--- config.mk ---
export PLATFORM = sky130hd
export DESIGN_NAME = muldiv_unit_flat
export DESIGN_NICKNAME = d
export VERILOG_FILES = /design/src/rtl/muldiv_if.sv /design/src/rtl/muldiv_unit.sv /design/src/flat_wrapper.sv
export SDC_FILE = /design/constraint.sdc
export NUM_CORES = 2
export LEC_CHECK = 0
export BUFFER_PORTS_ARGS = -buffer_cell sky130_fd_sc_hd__buf_2
export CAP_MARGIN = 10
export CORE_MARGIN = 3
export CORE_UTILIZATION = 46
export CTS_BUF_LIST = sky130_fd_sc_hd__clkbuf_8
export DETAILED_ROUTE_END_ITERATION = 7
export SYNTH_ARGS = -nofsm -noshare
export SYNTH_HDL_FRONTEND = slang
export SYNTH_SLANG_ARGS = --single-unit
export TNS_END_PERCENT = 100
--- constraint.sdc ---
create_clock -name clk -period 23 [get_ports clk]
set_clock_uncertainty 0.15 [all_clocks]
set_input_delay 0 -clock clk [delete_from_list [all_inputs] [get_ports clk]]
set_output_delay 0 -clock clk [all_outputs]
set_load 0.1 [all_outputs]
--- src/rtl/muldiv_if.sv ---
// Request/response bundle between the execute stage and the multiply/divide unit.
// The execute stage drives the master side; muldiv_unit implements the slave side.
interface muldiv_if #(
  parameter int WIDTH = 32
);
  logic             in_valid;
  logic             in_ready;
  logic [2:0]       in_op;
  logic [WIDTH-1:0] in_src1;
  logic [WIDTH-1:0] in_src2;
  logic             flush;
  logic             busy;
  logic             done;
  logic [WIDTH-1:0] hi;
  logic [WIDTH-1:0] lo;

  modport master (
    output in_valid, in_op, in_src1, in_src2, flush,
    input  in_ready, busy, done, hi, lo
  );

  modport slave (
    input  in_valid, in_op, in_src1, in_src2, flush,
    output in_ready, busy, done, hi, lo
  );
endinterface

--- src/rtl/muldiv_unit.sv ---
// Multi-cycle multiply / restoring radix-2 divide unit with architectural HI/LO,
// valid/ready request handshake and flush cancellation.
module muldiv_unit #(
  parameter int WIDTH      = 32,
  parameter int MUL_STAGES = 2
) (
  input  logic     clk,
  input  logic     resetn,
  muldiv_if.slave  bus
);

  localparam int CNT_W = $clog2(WIDTH);

  localparam logic [2:0] OP_MUL  = 3'd0;
  localparam logic [2:0] OP_MULU = 3'd1;
  localparam logic [2:0] OP_DIV  = 3'd2;
  localparam logic [2:0] OP_DIVU = 3'd3;
  localparam logic [2:0] OP_MTHI = 3'd4;
  localparam logic [2:0] OP_MTLO = 3'd5;

  typedef enum logic [1:0] {IDLE, MUL, DIV, FIX} state_t;

  state_t           state;
  state_t           state_next;

  logic             accept;
  logic             is_signed_op;
  logic             is_div_op;
  logic [WIDTH-1:0] src1_mag;
  logic [WIDTH-1:0] src2_mag;

  logic             wr_hi;
  logic             wr_lo;
  logic [WIDTH-1:0] hi_next;
  logic [WIDTH-1:0] lo_next;
  logic [WIDTH-1:0] hi_q;
  logic [WIDTH-1:0] lo_q;
  logic             done_q;

  logic [CNT_W-1:0] cnt;

  logic [WIDTH:0]     mul_a;
  logic [WIDTH:0]     mul_b;
  logic [2*WIDTH-1:0] product;

  logic [WIDTH-1:0] div_rem;
  logic [WIDTH-1:0] div_quo;
  logic [WIDTH-1:0] div_dsr;
  logic [WIDTH-1:0] div_src1;
  logic             div_neg_q;
  logic             div_neg_r;
  logic             div_zero;
  logic [WIDTH:0]   div_shift;
  logic [WIDTH:0]   div_diff;
  logic [WIDTH-1:0] quo_fixed;
  logic [WIDTH-1:0] rem_fixed;

  assign accept       = bus.in_valid && (state == IDLE) && !bus.flush;
  assign is_signed_op = (bus.in_op == OP_MUL) || (bus.in_op == OP_DIV);
  assign is_div_op    = (bus.in_op == OP_DIV) || (bus.in_op == OP_DIVU);
  assign src1_mag     = (is_signed_op && bus.in_src1[WIDTH-1]) ? -bus.in_src1 : bus.in_src1;
  assign src2_mag     = (is_signed_op && bus.in_src2[WIDTH-1]) ? -bus.in_src2 : bus.in_src2;

  // Latched operands are held for MUL_STAGES cycles, so this product is a
  // multicycle path that synthesis may retime into the available stages.
  assign product = {{(WIDTH-1){mul_a[WIDTH]}}, mul_a} * {{(WIDTH-1){mul_b[WIDTH]}}, mul_b};

  // One restoring step: a set top bit in the difference is a borrow.
  assign div_shift = {div_rem, div_quo[WIDTH-1]};
  assign div_diff  = div_shift - {1'b0, div_dsr};
  assign quo_fixed = div_neg_q ? -div_quo : div_quo;
  assign rem_fixed = div_neg_r ? -div_rem : div_rem;

  always_ff @(posedge clk) begin
    // NOTE: sequential state uses non-blocking assignments so every register
    // samples the pre-edge values regardless of process ordering.
    if (!resetn) state <= IDLE;
    else         state <= state_next;
  end

  always_comb begin
    // NOTE: every output of this block gets a default first; a path that
    // leaves one unassigned would infer a latch.
    state_next = state;
    wr_hi      = 1'b0;
    wr_lo      = 1'b0;
    hi_next    = hi_q;
    lo_next    = lo_q;
    unique case (state)
      IDLE: begin
        if (accept) begin
          unique case (bus.in_op)
            OP_MUL, OP_MULU: state_next = MUL;
            OP_DIV, OP_DIVU: state_next = DIV;
            OP_MTHI: begin
              wr_hi   = 1'b1;
              hi_next = bus.in_src1;
            end
            OP_MTLO: begin
              wr_lo   = 1'b1;
              lo_next = bus.in_src1;
            end
            default: state_next = IDLE;
          endcase
        end
      end
      MUL: begin
        if (bus.flush) begin
          state_next = IDLE;
        end else if (cnt == '0) begin
          state_next = IDLE;
          wr_hi      = 1'b1;
          wr_lo      = 1'b1;
          hi_next    = product[2*WIDTH-1:WIDTH];
          lo_next    = product[WIDTH-1:0];
        end
      end
      DIV: begin
        if (bus.flush)        state_next = IDLE;
        else if (cnt == '0)   state_next = FIX;
      end
      FIX: begin
        state_next = IDLE;
        if (!bus.flush) begin
          wr_hi   = 1'b1;
          wr_lo   = 1'b1;
          hi_next = div_zero ? div_src1 : rem_fixed;
          lo_next = div_zero ? '1       : quo_fixed;
        end
      end
      default: state_next = IDLE;
    endcase
  end

  always_ff @(posedge clk) begin
    if (!resetn) begin
      hi_q   <= '0;
      lo_q   <= '0;
      done_q <= 1'b0;
    end else begin
      done_q <= wr_hi || wr_lo;
      if (wr_hi) hi_q <= hi_next;
      if (wr_lo) lo_q <= lo_next;
    end
  end

  always_ff @(posedge clk) begin
    if (!resetn) begin
      cnt <= '0;
    end else if (accept) begin
      cnt <= is_div_op ? CNT_W'(WIDTH-1) : CNT_W'(MUL_STAGES-1);
    end else if ((state == MUL || state == DIV) && cnt != '0) begin
      cnt <= cnt - 1'b1;
    end
  end

  // NOTE: operand and iteration registers carry no reset; they are always
  // reloaded on accept before being used, and the FSM ignores them otherwise.
  always_ff @(posedge clk) begin
    if (accept) begin
      mul_a     <= {is_signed_op & bus.in_src1[WIDTH-1], bus.in_src1};
      mul_b     <= {is_signed_op & bus.in_src2[WIDTH-1], bus.in_src2};
      div_rem   <= '0;
      div_quo   <= src1_mag;
      div_dsr   <= src2_mag;
      div_src1  <= bus.in_src1;
      div_neg_q <= is_signed_op & (bus.in_src1[WIDTH-1] ^ bus.in_src2[WIDTH-1]);
      div_neg_r <= is_signed_op & bus.in_src1[WIDTH-1];
      div_zero  <= (bus.in_src2 == '0);
    end else if (state == DIV) begin
      if (!div_diff[WIDTH]) begin
        div_rem <= div_diff[WIDTH-1:0];
        div_quo <= {div_quo[WIDTH-2:0], 1'b1};
      end else begin
        div_rem <= div_shift[WIDTH-1:0];
        div_quo <= {div_quo[WIDTH-2:0], 1'b0};
      end
    end
  end

  assign bus.in_ready = (state == IDLE);
  assign bus.busy     = (state != IDLE);
  assign bus.done     = done_q;
  assign bus.hi       = hi_q;
  assign bus.lo       = lo_q;

endmodule

--- src/flat_wrapper.sv ---
// flat-port wrapper written by rule: the top's interface ports become plain ports
module muldiv_unit_flat 
#(
  parameter int WIDTH      = 32,
  parameter int MUL_STAGES = 2
)
  (clk, resetn, bus_in_valid, bus_in_op, bus_in_src1, bus_in_src2, bus_flush, bus_in_ready, bus_busy, bus_done, bus_hi, bus_lo);
  muldiv_if #(.WIDTH(WIDTH)) bus_i ();
  input  logic clk;
  input  logic resetn;
  input wire logic [$bits(bus_i.in_valid)-1:0] bus_in_valid;
  input wire logic [$bits(bus_i.in_op)-1:0] bus_in_op;
  input wire logic [$bits(bus_i.in_src1)-1:0] bus_in_src1;
  input wire logic [$bits(bus_i.in_src2)-1:0] bus_in_src2;
  input wire logic [$bits(bus_i.flush)-1:0] bus_flush;
  output wire logic [$bits(bus_i.in_ready)-1:0] bus_in_ready;
  output wire logic [$bits(bus_i.busy)-1:0] bus_busy;
  output wire logic [$bits(bus_i.done)-1:0] bus_done;
  output wire logic [$bits(bus_i.hi)-1:0] bus_hi;
  output wire logic [$bits(bus_i.lo)-1:0] bus_lo;
  assign bus_i.in_valid = bus_in_valid;
  assign bus_i.in_op = bus_in_op;
  assign bus_i.in_src1 = bus_in_src1;
  assign bus_i.in_src2 = bus_in_src2;
  assign bus_i.flush = bus_flush;
  assign bus_in_ready = bus_i.in_ready;
  assign bus_busy = bus_i.busy;
  assign bus_done = bus_i.done;
  assign bus_hi = bus_i.hi;
  assign bus_lo = bus_i.lo;
  muldiv_unit #(.WIDTH(WIDTH), .MUL_STAGES(MUL_STAGES)) u_core (.clk(clk), .resetn(resetn), .bus(bus_i));
endmodule
# After elaboration in Yosys (flattened, before gate mapping)

Cells that the tools add are included.

Logic and storage cells: 108
Flip-flop bits (word level): 269
Output and inout bits: 67
Bits of input ports: 71

Bitwise operators: 4
Equality and inequality tests: 17
Reductions and logical operators: 25
Mux-type cells: 41
Add/sub/neg operators: 6
Multipliers: 1

Operators with widths:

| kind                                                   | count |
|---|---|
| 2-to-1 mux 32 bit                                      | 19 |
| case mux 32 bit (3 select lines)                       | 2 |
| negation 32 bit                                        | 4 |
| multiplier 33 x 33 -> 64 bit                           | 1 |
| subtractor 33 x 32 -> 33 bit                           | 1 |
| zero test 32 bit                                       | 1 |
| 2-to-1 mux 5 bit                                       | 3 |
| AND reduction 7 bit                                    | 2 |
| 2-to-1 mux 2 bit                                       | 5 |
| 2-to-1 mux 1 bit                                       | 8 |
| inequality test 2 x 1 -> 1 bit (second input constant) | 4 |
| case mux 2 bit (4 select lines)                        | 1 |
| == test 3 x 2 -> 1 bit (second input constant)         | 2 |
| == test 3 bit (second input constant)                  | 2 |
| inequality test 2 bit (second input constant)          | 3 |
| inequality test 3 x 2 -> 1 bit (second input constant) | 2 |
| case mux 1 bit (3 select lines)                        | 2 |
| case mux 2 bit (3 select lines)                        | 1 |
| nonzero test 2 bit                                     | 3 |
| OR reduction 2 bit                                     | 3 |
| logical AND 1 bit                                      | 5 |
| zero test 5 bit                                        | 1 |
| nonzero test 5 bit                                     | 1 |
| subtractor 5 x 1 -> 5 bit (second input constant)      | 1 |
| 11 further kinds                                       | 17 |

# Longest topological paths before layout

Depth after elaboration: 6
Depth in mapped cells: 31
Depth with buffers taken out: 28

# Least setup slack after synthesis

Ideal clock, no wire load.

Path type: reg-to-reg
Start point: register u_core.div_neg_r
End point: register u_core.hi_q[29], in the netlist u_core.bus.hi[29]
Path buffers: 4
Period minus slack after synthesis: 8.218 ns
Setup time: 0.101 ns
Slack: 14.782 ns
Arrival time: 7.967 ns
Cell stages (with the launch flop): 30
Data required time: 22.749 ns
Path through: edfxtp_1 -> clkbuf_1 -> clkbuf_1 -> clkbuf_1 -> nand2_1 -> inv_1 -> fa_1 -> fa_1 -> fa_1 -> fa_1 -> inv_1 -> fa_1 -> inv_1 -> fa_1 -> fa_1 -> inv_1 -> fa_1 -> inv_1 -> ha_1 -> clkbuf_1 -> nand4_1 -> nor2_1 -> and3_1 -> nor2b_1 -> a311o_1 -> nand3_1 -> o211ai_2 -> o21ai_0 -> and3_1 -> o41ai_1

Cells in the longest elaborated chain, start to end: 4

Ends and longest elaborated chain:

| element                          | RTL line           | source |
|---|---|---|
| from (decl)                      | muldiv_unit.sv:51  | `logic div_neg_r;` |
| from (signal assigned)           | muldiv_unit.sv:168 | `div_neg_r <= is_signed_op & bus.in_src1[WIDTH-1];` |
| 2-to-1 mux 32 bit                | muldiv_unit.sv:72  | `assign rem_fixed = div_neg_r ? -div_rem : div_rem;` |
| 2-to-1 mux 32 bit                | muldiv_unit.sv:127 | `hi_next = div_zero ? div_src1 : rem_fixed;` |
| 2-to-1 mux 32 bit                | muldiv_unit.sv:124 | `if (!bus.flush) begin` |
| case mux 32 bit (3 select lines) | muldiv_unit.sv:89  | `unique case (state)` |
| to (signal assigned)             | muldiv_unit.sv:142 | `if (wr_hi) hi_q <= hi_next;` |
| to (decl)                        | muldiv_unit.sv:36  | `logic [WIDTH-1:0] hi_q;` |

Every way passes these cells. The select of a mux whose other input is x is not followed.
A chain may end at the register's enable or synchronous reset.

# Worst setup path in the final report

Start point: register u_core.div_neg_r
End point: register u_core.hi_q[27], in the netlist u_core.bus.hi[27]

Same word-level chain as after synthesis.

==> impl_metrics.py <==
metrics = {
    "global_route": {
        "grt_max_degree": 71,
        "track_usage_pct": 27.81,
        "antenna_found_initial": 18,
        "grt_pass1_wl_mm": 251.4,
        "grt_overflow": 0,
        "grt_pass1_vias": 42120,
    },
    "yosys": {
        "syn_inst": 5705,
        "synth_area_per_cell_sq_um": 9.154,
        "synth_edf_count": 131,
        "synthArstFlopShare_pct": 0,
        "synth_ff_type": "edfxtp_1",
        "synth-seq-cells": 235,
        "syn_nets": 7156,
        "yosysUniqueCellTypes": 88,
        "syn-cell-area_sq_um": 52220,
        "ys_warn_count": 0,
        "yosysSeqAreaShare_pct": 11.52,
    },
    "die": {
        "initial_core_util_pct": 46.74,
        "boundaryPins": 138,
        "dieArea_sq_um": 117600,
        "fp.dieH_um": 342.9,
        "num_rows": 122,
        "fp.coreArea_sq_um": 111700,
        "die_x_um": 342.9,
    },
    "worst_hold_path": {
        "min_path_type": "in -> reg",
    },
    "timing": {
        "max_freq_mhz": 108.2,
        "worst_slew_margin_rel_pct": 26.79,
        "finalCritPeriodShare_pct": 40.17,
        "maxSlewViolCount": 0,
        "tightestPinTransition_ns": 1.098,
        "min_period_ns": 9.240,
        "grt_setup_unrepaired": "false",
        "setup-tns-final_ns": 0,
        "setup_viol": 0,
        "hold_viol": 0,
    },
    "drt": {
        "vias": 39840,
        "drc": 0,
        "drt_wl_total_mm": 157.7,
        "antenna_left": 0,
        "wl_per_cell_um": 21.62,
        "drt_iter0_drc": 3232,
        "drt_pass1_iterations": 5,
        "viasPerCell": 5.463,
    },
    "clock_network": {
        "cts_sinks": 235,
        "numCtsBuffers": 45,
        "cts_max_level": 2,
        "postCtsHoldBufs": 79,
        "clk_pin_slew_ns": 0.07,
        "cts_tree": "built",
        "ctsResizeCount": 0,
        "cts_root_buf": "clkbuf_8",
        "cts_setup_buffers": 0,
        "insertion_delay_ns": 0.63,
        "clock_path_buffers": 3,
    },
    "critical_path": {
        "crit_path_end": "u_core.bus.hi[27]$_SDFFE_PN0P_",
        "cp.arrival_ns": 9.67,
        "required_ns": 23.43,
        "reg2reg_slack_ns": 13.76,
        "rr_worst_depth": 26,
        "cp_max_fo": 30,
        "end_kind": "flop",
        "crit_type": "reg -> reg",
        "reg2reg_from": "u_core.div_neg_r$_DFFE_PP_",
        "crit_path_start": "u_core.div_neg_r$_DFFE_PP_",
        "cp-start-kind": "flop",
        "reg2reg_to": "u_core.bus.hi[27]$_SDFFE_PN0P_",
    },
    "layout": {
        "layout_common_cells": "inv_1, fa_1, nand2_1, and2_1, ha_1",
        "nNetsFinal": 7215,
        "syn2layout_area_growth_pct": 7.240,
        "layout_commonest_cell": "inv_1",
        "drive_gt1_share_pct": 5.501,
    },
    "place": {
        "gp_congestion": 0.9260,
        "dp_hpwl_mm": 121.6,
        "io_buffers": 137,
    },
    "run": {
        "maxCapViolCount": 0,
    },
    "run_status": {
        "outcome": "complete, no violations",
    },
}
cells in the mapped netlist (37+ instances only):
cell type / number / area (sq um)
a21oi_1: 175 / 875.8
clkbuf_1: 282 / 1059
inv_1: 1203 / 4516
xnor2_1: 126 / 1104
nand2_1: 708 / 2658
dfxtp_1: 104 / 2082
edfxtp_1: 131 / 3934
ha_1: 254 / 3178
and2_1: 536 / 3353
xor2_1: 82 / 718.2
fa_1: 1126 / 22540
o21ai_0: 251 / 1256
nor3_1: 37 / 185.2
nor2_1: 127 / 476.7
worst min-delay path by stage:
stage	start	end	slack (ns)	depth (start not counted)
5_1_grt	bus_in_src2[0]	u_core.mul_b[0]$_DFFE_PP_	0.02	2
2_1_floorplan	bus_in_src1[0]	u_core.mul_a[0]$_DFFE_PP_	-0.05	0
4_1_cts	bus_in_src2[0]	u_core.mul_b[0]$_DFFE_PP_	0.005	2
6_report	bus_in_src1[30]	u_core.mul_a[30]$_DFFE_PP_	0.04	2
3_3_place_gp	bus_in_src2[21]	u_core.mul_b[21]$_DFFE_PP_	0.06	1
3_5_place_dp	bus_in_src2[21]	u_core.mul_b[21]$_DFFE_PP_	0.07	1
layer usage:
| metal | global-route usage [%] | wire length (um) | vias to the layer above |
|---|---|---|---|
| met5 | 0 | 62 | - |
| met4 | 7.069 | 4441 | 10 |
| met3 | 4.286 | 12280 | 243 |
| met2 | 44.08 | 71920 | 1485 |
| met1 | 40.10 | 68960 | 20540 |
| li1 | - | - | 17560 |
state kept, by name (all words and copies together) (netlist names), 5 cells and up:
| signal | count |
|---|---|
| u_core.mul_b | 33 |
| u_core.div_dsr | 31 |
| u_core.mul_a | 32 |
| u_core.div_rem | 32 |
| u_core.div_quo | 32 |
| u_core.bus.hi | 32 |
| u_core.cnt | 5 |
| u_core.bus.lo | 32 |
through the flow:
stage          instance area, sq um  instances  setup slack, ns  hold slack, ns  utilization [%]
4_1_cts                       55990       7287            13.83        0.004663            50.11
3_3_place_gp                  54320       7126            13.99         0.06246            48.61
3_5_place_dp                  54320       7126            13.97         0.06557            48.61
5_1_grt                       56000       7289            13.47         0.02085            50.11
2_1_floorplan                 52220       5705            14.78        -0.05113                -
6_report                      56000       7292            13.76         0.04170            50.12
cell families (layout without fill, tap and decap cells):
logic type,Yosys count,in the layout,share of synthesized area (%)
compound gates,738,738,8.920
xor+xnor,209,209,3.541
fa+ha+maj,1380,1380,49.25
buf+inv,1498,1592,10.85
flops,235,235,11.52
mux,34,34,0.6589
other cells,0,5,0
simple gates,1611,1611,15.26
layout make-up:
cell class	count	area (sq um)
Multi-Input combinational cell	3972	40570
Clock buffer	49	674.4
Tap cell	1488	1862
Clock inverter	33	206.4
Inverter	1206	4529
Fill cell	10610	55730
Antenna cell	5	12.51
Sequential cell	235	6016
Timing Repair Buffer	304	2137
worst max-delay path: stages (launching register included):
cell and delay [ns]:
edfxtp_1 0.35, buf_4 0.34, nand2_1 0.15, inv_1 0.16, fa_1 0.49, fa_1 0.62
fa_1 0.68, fa_1 0.94, inv_1 0.47, fa_1 0.62, inv_1 0.06, fa_1 0.48
fa_1 0.50, inv_1 0.06, fa_1 0.48, inv_1 0.04, ha_1 0.43, nand4_1 0.19
nor2_1 0.20, and3_1 0.21, nor2b_1 0.18, a311o_1 0.17, nand3_1 0.10, o211ai_2 0.19
o21bai_1 0.15, a2111oi_0 0.54, nand2b_1 0.17
Power is not shown: default switching activity piles up to over one toggle a cycle in this logic, so the estimate is an artifact.
